**src/rtl/reg_id_ex_pkg.sv**
```systemverilog
// Shared ID/EX pipeline definitions: field widths, bubble opcode and the
// packed stage payload used by decode, this register and execute.
package reg_id_ex_pkg;

    localparam int OP_W  = 5;
    localparam int REG_W = 9;
    localparam int DIR_W = 27;

    localparam logic [OP_W-1:0] NOP_OP = 5'd0;

    typedef struct packed {
        logic [OP_W-1:0]  opcode;
        logic [REG_W-1:0] rd;
        logic [REG_W-1:0] rs;
        logic [REG_W-1:0] rt;
        logic [DIR_W-1:0] dir;
    } id_ex_t;

    localparam int ID_EX_W = $bits(id_ex_t);

    // A bubble carries the NOP opcode with every operand field cleared.
    localparam id_ex_t ID_EX_BUBBLE = id_ex_t'({NOP_OP, {(ID_EX_W - OP_W){1'b0}}});

endpackage

```
**src/rtl/pipe_reg.sv**
```systemverilog
// Generic pipeline flop: async active-low reset, load enable and a synchronous
// clear that takes priority over the enable. Clear loads the reset value.
module pipe_reg #(
    parameter int           W       = 8,
    parameter logic [W-1:0] RST_VAL = '0
) (
    input  logic         clk,
    input  logic         rst_n,
    input  logic         en,
    input  logic         clr,
    input  logic [W-1:0] d,
    output logic [W-1:0] q
);

    logic [W-1:0] data_d;
    logic [W-1:0] data_q;

    always_comb begin
        data_d = data_q;
        if (clr) begin
            data_d = RST_VAL;
        end else if (en) begin
            data_d = d;
        end
    end

    always_ff @(posedge clk or negedge rst_n) begin
        if (!rst_n) begin
            data_q <= RST_VAL;
        end else begin
            data_q <= data_d;
        end
    end

    assign q = data_q;

endmodule

```
**src/rtl/reg_id_ex.sv**
```systemverilog
// ID/EX pipeline register: holds one decoded instruction for execute, with
// stall (en=0) and flush (bubble insert, wins over stall) for hazard handling.
module reg_id_ex
    import reg_id_ex_pkg::*;
(
    input  logic             clk,
    input  logic             rst,
    input  logic             en,
    input  logic             flush,
    input  logic [OP_W-1:0]  OpCode,
    input  logic [REG_W-1:0] Rd,
    input  logic [REG_W-1:0] Rs,
    input  logic [REG_W-1:0] Rt,
    input  logic [DIR_W-1:0] Dir,
    output logic [OP_W-1:0]  OpCodeOut,
    output logic [REG_W-1:0] RdOut,
    output logic [REG_W-1:0] RsOut,
    output logic [REG_W-1:0] RtOut,
    output logic [DIR_W-1:0] DirOut,
    output logic             ValidOut
);

    localparam int STAGE_W = ID_EX_W + 1;

    id_ex_t             stage_in;
    id_ex_t             stage_out;
    logic [STAGE_W-1:0] stage_q;

    assign stage_in.opcode = OpCode;
    assign stage_in.rd     = Rd;
    assign stage_in.rs     = Rs;
    assign stage_in.rt     = Rt;
    assign stage_in.dir    = Dir;

    // Valid rides in the LSB: a load always marks the stage as a real instruction.
    pipe_reg #(
        .W       (STAGE_W),
        .RST_VAL ({ID_EX_BUBBLE, 1'b0})
    ) u_pipe_reg (
        .clk   (clk),
        .rst_n (rst),
        .en    (en),
        .clr   (flush),
        .d     ({stage_in, 1'b1}),
        .q     (stage_q)
    );

    assign stage_out = stage_q[STAGE_W-1:1];
    assign ValidOut  = stage_q[0];

    assign OpCodeOut = stage_out.opcode;
    assign RdOut     = stage_out.rd;
    assign RsOut     = stage_out.rs;
    assign RtOut     = stage_out.rt;
    assign DirOut    = stage_out.dir;

endmodule

```
**config.mk**
```make
export PLATFORM = sky130hd
export DESIGN_NAME = reg_id_ex
export DESIGN_NICKNAME = d
export VERILOG_FILES = /design/src/rtl/reg_id_ex_pkg.sv /design/src/rtl/pipe_reg.sv /design/src/rtl/reg_id_ex.sv
export SDC_FILE = /design/constraint.sdc
export NUM_CORES = 1
export LEC_CHECK = 0
export ABC_AREA = 0
export BUFFER_PORTS_ARGS = -buffer_cell sky130_fd_sc_hd__buf_2
export CAP_MARGIN = 40
export CORE_ASPECT_RATIO = 1.1
export CORE_MARGIN = 8
export CORE_UTILIZATION = 40
export DETAILED_ROUTE_END_ITERATION = 10
export PLACE_DENSITY = 0.72
export SLEW_MARGIN = 15
export SYNTH_ARGS = -nofsm -noshare
export SYNTH_HDL_FRONTEND = slang
export SYNTH_SLANG_ARGS = --single-unit
```
**constraint.sdc**
```tcl
create_clock -name clk -period 0.8 [get_ports clk]
set_input_delay 0.16 -clock clk [delete_from_list [all_inputs] [get_ports clk]]
set_output_delay 0.16 -clock clk [all_outputs]
set_load 0.02 [all_outputs]
```
* Yosys cells after proc, flatten, opt, wreduce, memory -nomap -nowiden
Cells that the tools add are included. W data, S select, Z words.
Operators by class: add/subtract/negate cells 0, multiply operators 0, divide/modulo/power cells 0, magnitude comparators 0, eq/ne operators 0, shift operators 0, mux-type cells 2, bitwise logic cells 0, reduce and logical (&&, ||, !) cells 1
Operators with widths (number):
- $mux W60 | 2
- $reduce_bool A2 Y1 | 1
Storage, ports and cells: flip-flop bits (word level) 60, bits in latches 0, memory bits (writable) 0, ROM bits 0, bits of input ports 63, output and inout bits 60, memories kept 0

* Depth between registers and ports, before layout
Gate-level depths: netlist of run 1.
word-level depth 2, depth in mapped cells 4

* By module
Synthesis of run 1 repeated with hierarchy kept, for this count alone.
Second synthesis, totals: cell total of the unflattened synthesis 195, area total of the unflattened synthesis 2466.1 sq um
Modules (own cells, without submodules):
- pipe_reg | times used 1, cells each 194, area each 2462.4 sq um
- reg_id_ex | times used 1, cells each 1, area each 3.8 sq um

* Worst setup path before layout of run 1
Ideal clock, no wire load.
kind input to register, start point input port en, end point register u_pipe_reg.data_q[10], in the netlist u_pipe_reg.q[10], setup time 0.132 ns, data arrival time 0.653 ns, data required time 0.668 ns, slack 0.015 ns, stages on the path 4, cells stage by stage buf_6 > buf_8 > mux2i_1 > nor2_1
Between the ends: longest elaborated chain between the ends 1
RTL lines:
- from (decl) | RTL line reg_id_ex.sv:8 | input logic en,
- $reduce_bool A2 Y1 (no line)
- to (signal assigned) | RTL line pipe_reg.sv:31 | data_q <= data_d;
- to (decl) | RTL line pipe_reg.sv:16 | logic [W-1:0] data_q;
Every way passes these cells. A chain may end at the register's enable or synchronous reset.

* Final worst setup path of run 1
start point register u_pipe_reg.data_q[59], in the netlist u_pipe_reg.q[59], end point output port OpCodeOut[4]
RTL lines:
- to (decl) | RTL line reg_id_ex.sv:15 | output logic [OP_W-1:0] OpCodeOut,
No word-level cell between the ends.

==> results.md, run 1 <==
- Power share of the clock group: 32.3%
- Synth cell types: 8
- Commonest cells post-synth: 61 x nor2_1, 60 x dfrtp_1, 59 x mux2i_1
- Post-synth top area share: 61.3%
- Top cell family by delay on the critical path: flip-flops
- Arr. time, crit path: a little under 0.9 ns
- Max Fclk: 969 MHz
- CTS clk-pin slew, worst paths: 0.06 ns
- Kind of critical path: flip-flop to primary output
- Die Width: 90.6 um
- Post-synthesis area per instance: 12.6 um2
- Post-synth EDFFs: 0
- Area after DPL: 3180 um2
- Post-Route WL: 6500 um
- Flop pwr share: 48.0%
- Crit path launch type: flip-flop
- Synth async-reset ratio: 100%
- Area delta synth->final: 57.1%
- Drt drc: 0
- Total gr overflow: 0
- Number of synthesized register bits: 60
- Antenna viol nets, final: 0
- Initial antenna violation count: 0
- Worst slew pin tran: 0.286 ns
- Switching portion of total power: 26.3%
- Register area share after synthesis: between 60% and 70%
- Clk_lat worst skew: ~0.32 ns
- Relative slew slack: 81.0%
- Buffer depth of the longest clock path: 2
- Max reg flops: 60
- # rows: 30
- Vias per std cell: between 4 and 5
- Final hold viol count: 0
- All-Layer GR Usage: approximately 15%
- DRT iter0 DRCs: 51
- Drt first pass iters: 4
- Slew Viols, Final: 0
- Logic pwr share: 19.7%
- Die area: 8890 um2
- Clock Sinks: 60
- Synth Cell Area: approximately 2500 um2
- Most frequent cell after synthesis: nor2_1
- Number of global-route vias before repair: 2219
- Synth area leaders: dfrtp_1 61%, mux2i_1 24%, nor2_1 9.3%
- Fin crit period: between 1 and 1.5 ns
- PD cells: 1810 nW/um2
- Clock skew: 0 ns
- Root Buffer: clkbuf_8
- First-pass GRT wire length: 10700 um
- Ys flop type: dfrtp_1
- R2R Setup Slk: -0.03 ns
- Post-DR wirelength/cell: 15.4 um
- Initial core utilization: 40.6%
- Core area: 6040 um2
- Placer Congestion: slightly above 0.7
- Largest net degree at the start of global routing: 31
- Routed vias: between 1500 and 2000
- Die height: 98.1 um
- Synth Net Count: 257
- Int Power: around 5 mW
- Nets: 400
- Non-Filler Instances: 422
- Leakage power: 2.11 nW
- CP max-delay cell: dfrtp_1
- Crit path buffers/inverters: 1
- Post-DP HPWL: 4480 um
- TritonCTS clock tree: built
- Cells after Synth: 194
- Antenna diodes: 0
- Setup TNS: -12.73 ns
- WP data required: 0.64 ns
- Layout cells sized above 1: 45.9%
- RSZ-0062 raised after global routing: true
- Area leader, netlist: dfrtp_1
- Max VDD drop: 0.00105 V
- Worst Hold Class: primary input to flip-flop
- Failing checks: negative setup slack
- Final instance area: 3850 um2
- Final worst slack: -0.231 ns
- Critical path peak fanout: 2
- Max cap viols: 0
- Ys Warns: 0
- Clock buffer count from CTS: 9
- Io pins: 123
- Post-Place Cells: 390
- WHS: 0.0842 ns
- NetSw: between 1.5 and 2 mW
- Final Setup Violations: 73
- Period utilisation layout: 129%
- Status: finished, violations left
- CP Cell Sequence: buf_6
- CP peak stage delay: 0.41 ns
- Max H-tree Level: 3
- Final design utilization: a little under two thirds
- Port bufs: ~120
- Crit path capture type: primary output
layout by cell type (no fill, tap or decap):
| cell | n |
|---|---|
| buf_12 | 7 |
| buf_2 | 61 |
| dlygate4sd3_1 | 1 |
| clkbuf_1 | 4 |
| mux2i_1 | 59 |
| nor2_1 | 61 |
| clkinv_2 | 2 |
| dfrtp_1 | 60 |
| buf_4 | 15 |
| buf_6 | 62 |
| clkbuf_8 | 10 |
worst paths after layout:
path,cells past startpoint,endpoint,from
max,1,OpCodeOut[4],u_pipe_reg.q[59]$_DFFE_PN0P_
min,3,u_pipe_reg.q[49]$_DFFE_PN0P_,Rd[3]
max reg2reg,3,u_pipe_reg.q[53]$_DFFE_PN0P_,u_pipe_reg.q[53]$_DFFE_PN0P_
min reg2reg,2,u_pipe_reg.q[0]$_DFFE_PN0P_,u_pipe_reg.q[0]$_DFFE_PN0P_
max in group asynchronous,3,u_pipe_reg.q[22]$_DFFE_PN0P_,rst
min in group asynchronous,2,u_pipe_reg.q[56]$_DFFE_PN0P_,rst
layer usage:
| metal | GRT usage, % | wire [um] |
|---|---|---|
| met1 | 16.2 | 2480 |
| met2 | 25.2 | 3480 |
| met3 | 4.68 | 375 |
| met4 | 7.95 | 159 |
| met5 | 0 | 0 |
kinds of logic (layout without fill, tap and decap cells):
group | count (synthesis) | after routing | share of synthesized area (%)
muxes | 59 | 59 | 24.1
and+or+nand+nor | 61 | 61 | 9.34
buffers and inverters | 14 | 162 | 5.31
DFF | 60 | 60 | 61.3
worst register-to-register path: cells and delay by family, from the launching register on:
family | cells | cell delay, ns
multiplexers | 1 | 0.13
AND/OR/NAND/NOR | 1 | 0.05
buffers and inverters | 1 | 0.14
flip-flops | 1 | 0.41
layout make-up:
type	count	area, um2
Timing Repair Buffer	146	1270
Tap cell	80	100
Clock inverter	2	10.0
Fill cell	492	2190
Multi-Input combinational cell	120	820
Sequential cell	60	1500
Clock buffer	14	153
metrics by stage:
stage / total power [mW] / setup slack [ns]
final: 6.97 / -0.231
after global routing: 7.30 / -0.265
after CTS: 7.02 / -0.247
after detailed placement: 4.46 / -0.111
after global placement: 4.44 / -0.0782
after floorplan: 3.96 / 0.0154
power groups by stage:
stage / sequential (mW) / clock, mW / combinational (mW)
final: 3.34 / 2.25 / 1.37
after global routing: 3.36 / 2.47 / 1.48
after CTS: 3.34 / 2.33 / 1.35
after detailed placement: 3.35 / 0 / 1.12
after global placement: 3.35 / 0 / 1.10
after floorplan: 3.56 / 0 / 0.402
repair_timing:
action	CTS	global route
endpoints found under the hold margin	60	0
cloned	0	0
hold buffers	1	0
gates resized for setup	120	2
setup buffers	7	9
pin swaps	0	2
setup endpoints to repair	60	68
Power figures use the tool's default switching activity.
==> run 2: changes to the inputs <==
--- a/config.mk
+++ b/config.mk
@@ -13,6 +13,7 @@
 export CORE_UTILIZATION = 40
 export DETAILED_ROUTE_END_ITERATION = 10
 export PLACE_DENSITY = 0.72
+export REMOVE_ABC_BUFFERS = 1
 export SLEW_MARGIN = 15
 export SYNTH_ARGS = -nofsm -noshare
 export SYNTH_HDL_FRONTEND = slang
==> run 2 against run 1 <==
  * Count of clock-buffer cells in the layout is 2 lower
  * Largest cell class unchanged
  * Via count is 0.97% lower
  * The flow still finishes with violations (negative setup slack)
  * Clock power grew 31%
  * Highest routed layer unchanged
==> results.md, run 2 (synthesis results as in run 1) <==
- Vias per std cell: 4.55 (-1.4%)
- Max cap viols: 0 (unchanged)
- Largest net degree at the start of global routing: 61 (+97%)
- Status: finished, violations left
- Drt drc: 0 (unchanged)
- Crit path capture type: primary output
- Min-delay src: Dir[13]
- Area delta synth->final: 59.8%
- Crit path launch type: flip-flop
- WP data required: 0.64 ns (about the same)
- Buffer depth of the longest clock path: 2 (unchanged)
- # rows: 30 (unchanged)
- Antenna diodes: 0 (unchanged)
- Number of global-route vias before repair: 2138 (-3.7%)
- Final design utilization: 64.8% (+1.1 points)
- Routed vias: 1931 (-0.97%)
- Leakage power: 2.13 nW (+1.4%)
- CP Cell Sequence: buf_6
- Period utilisation layout: 129% (-0.35 points)
- Most frequent cells in the layout: 68 x buf_6, 61 x nor2_1, 61 x buf_2
- RSZ-0062 raised after global routing: true
- Initial core utilization: 40.6% (unchanged)
- Max Fclk: 972 MHz (+0.27%)
- Io pins: 123 (unchanged)
- Worst path depth: 1 (unchanged)
- RR Startpoint: u_pipe_reg.q[31]$_DFFE_PN0P_
- Kind of critical path: flip-flop to primary output
- Crit path buffers/inverters: 1 (unchanged)
- Initial antenna violation count: 0 (unchanged)
- Root Buffer: clkbuf_8
- Arr. time, crit path: 0.87 ns (about the same)
- Relative slew slack: 78.6% (-2.3 points)
- Top cell family by delay on the critical path: flip-flops
- Final Setup Violations: 77 (+5.5%)
- Die height: 98.1 um (unchanged)
- Critical path peak fanout: 2 (unchanged)
- Post-DR wirelength/cell: 15.1 um (-1.8%)
- CTS clk-pin slew, worst paths: 0.07 ns (about the same)
- Die Width: 90.6 um (unchanged)
- Fill cells: 454 (-7.7%)
- Most common cell after layout, fill and taps aside: buf_6
- Fin crit period: 1.03 ns (-0.00280 ns)
- Clock Sinks: 60 (unchanged)
- Clock skew: 0 ns (unchanged)
- All-Layer GR Usage: 14.2% (-0.71 points)
- Nets: 402 (+0.50%)
- Placer Congestion: 0.738 (+1.6%)
- Worst slew pin tran: 0.321 ns (+0.0350 ns)
- Hold EP: u_pipe_reg.q[14]$_DFFE_PN0P_
- PD cells: 1960 nW/um2 (+8.2%)
- CP max-delay cell: dfrtp_1
- R2R Setup Slk: -0.03 ns (about the same)
- Clock buffer count from CTS: 9 (unchanged)
- Final worst slack: -0.229 ns (+0.00280 ns)
- Failing checks: negative setup slack
- Post-Route WL: 6410 um (-1.4%)
- Core area: 6040 um2 (unchanged)
- Layout cells sized above 1: 46.8% (+0.90 points)
- Worst Hold Class: primary input to flip-flop
- Post-Place Cells: 387 (-0.77%)
- Total gr overflow: 0 (unchanged)
- Final hold viol count: 0 (unchanged)
- First-pass GRT wire length: 10300 um (-3.1%)
- Slew Viols, Final: 0 (unchanged)
- WHS Path Cells: 3 (unchanged)
- Max reg flops: 60 (unchanged)
- Drt first pass iters: 4 (unchanged)
- Port bufs: 122 (unchanged)
- CP peak stage delay: 0.41 ns (about the same)
- Reg2Reg Capture Point: u_pipe_reg.q[31]$_DFFE_PN0P_
- Max H-tree Level: 3 (unchanged)
- Max VDD drop: 0.00131 V (+25%)
- TritonCTS clock tree: built
- Clk_lat worst skew: 0.31 ns (about the same)
- Antenna viol nets, final: 0 (unchanged)
- Die area: 8890 um2 (unchanged)
- R2R cell count: 3 (unchanged)
- DRT iter0 DRCs: 42 (-18%)
- Non-Filler Instances: 424 (+0.47%)
[run 2: cell types whose count changed in the layout (fill, tap and decap cells not counted), sizes merged]
cell	before	now
buf	145	147
bufinv	0	2
clkinv	2	1
clkbuf	14	12
clkinvlp	0	1
[run 2: area by class of cell]
type | instances | area [um2] | share of cell area, %
tap | 80 | 100 | 2.56
timing repair buffer | 148 | 1280 | 32.6
clock inverter | 4 | 72.6 | 1.85
multi-input combinational | 120 | 820 | 20.9
clock buffer | 12 | 145 | 3.70
sequential | 60 | 1500 | 38.3
[run 2: report_power, final]
group / internal (mW) / switching, mW
sequential: 3.21 / 0.132
clock: 1.84 / 1.12
combinational: 0.728 / 0.650
total: 5.77 / 1.90
[run 2: routing by layer]
metal | vias up | part of all wire, % | GRT usage, %
li1 | 926 | - | -
met1 | 920 | 41 | 16.3
met2 | 72 | 49 | 23.2
met3 | 13 | 8.2 | 5.07
met4 | 0 | 1.7 | 6.15
met5 | - | 0 | 0
[run 2: how the worst max path moves through the flow]
stage          slack, ns                         start                           end
3_5_place_dp       -0.15                            en  u_pipe_reg.q[21]$_DFFE_PN0P_
3_3_place_gp       -0.11                            en  u_pipe_reg.q[32]$_DFFE_PN0P_
2_1_floorplan       0.07  u_pipe_reg.q[10]$_DFFE_PN0P_  u_pipe_reg.q[10]$_DFFE_PN0P_
4_1_cts            -0.25  u_pipe_reg.q[26]$_DFFE_PN0P_                    DirOut[25]
5_1_grt            -0.27  u_pipe_reg.q[26]$_DFFE_PN0P_                    DirOut[25]
6_report           -0.23  u_pipe_reg.q[15]$_DFFE_PN0P_                    DirOut[14]
[run 2: timing repair]
item                                    in CTS  in global routing
endpoints found under the setup margin      60                 71
pin swaps                                    0                  8
hold endpoints to repair                    60                  0
setup buffers                               11                 13
resized for setup                          120                  8
hold buffers                                 1                  0
[run 2: stage by stage]
| step | setup WS, ns | power (mW) | hold WS [ns] | setup TNS [ns] | cell area (um2) |
|---|---|---|---|---|---|
| 5_1_grt | -0.265 | 7.99 | 0.0763 | -15.64 | 3920 |
| 6_report | -0.229 | 7.67 | 0.0831 | -12.83 | 3920 |
| 3_3_place_gp | -0.109 | 4.41 | 0.190 | -5.26 | 3130 |
| 4_1_cts | -0.249 | 7.70 | 0.0641 | -13.80 | 3820 |
| 2_1_floorplan | 0.0686 | 3.82 | -0.136 | 0 | 2320 |
| 3_5_place_dp | -0.147 | 4.44 | 0.191 | -6.36 | 3130 |
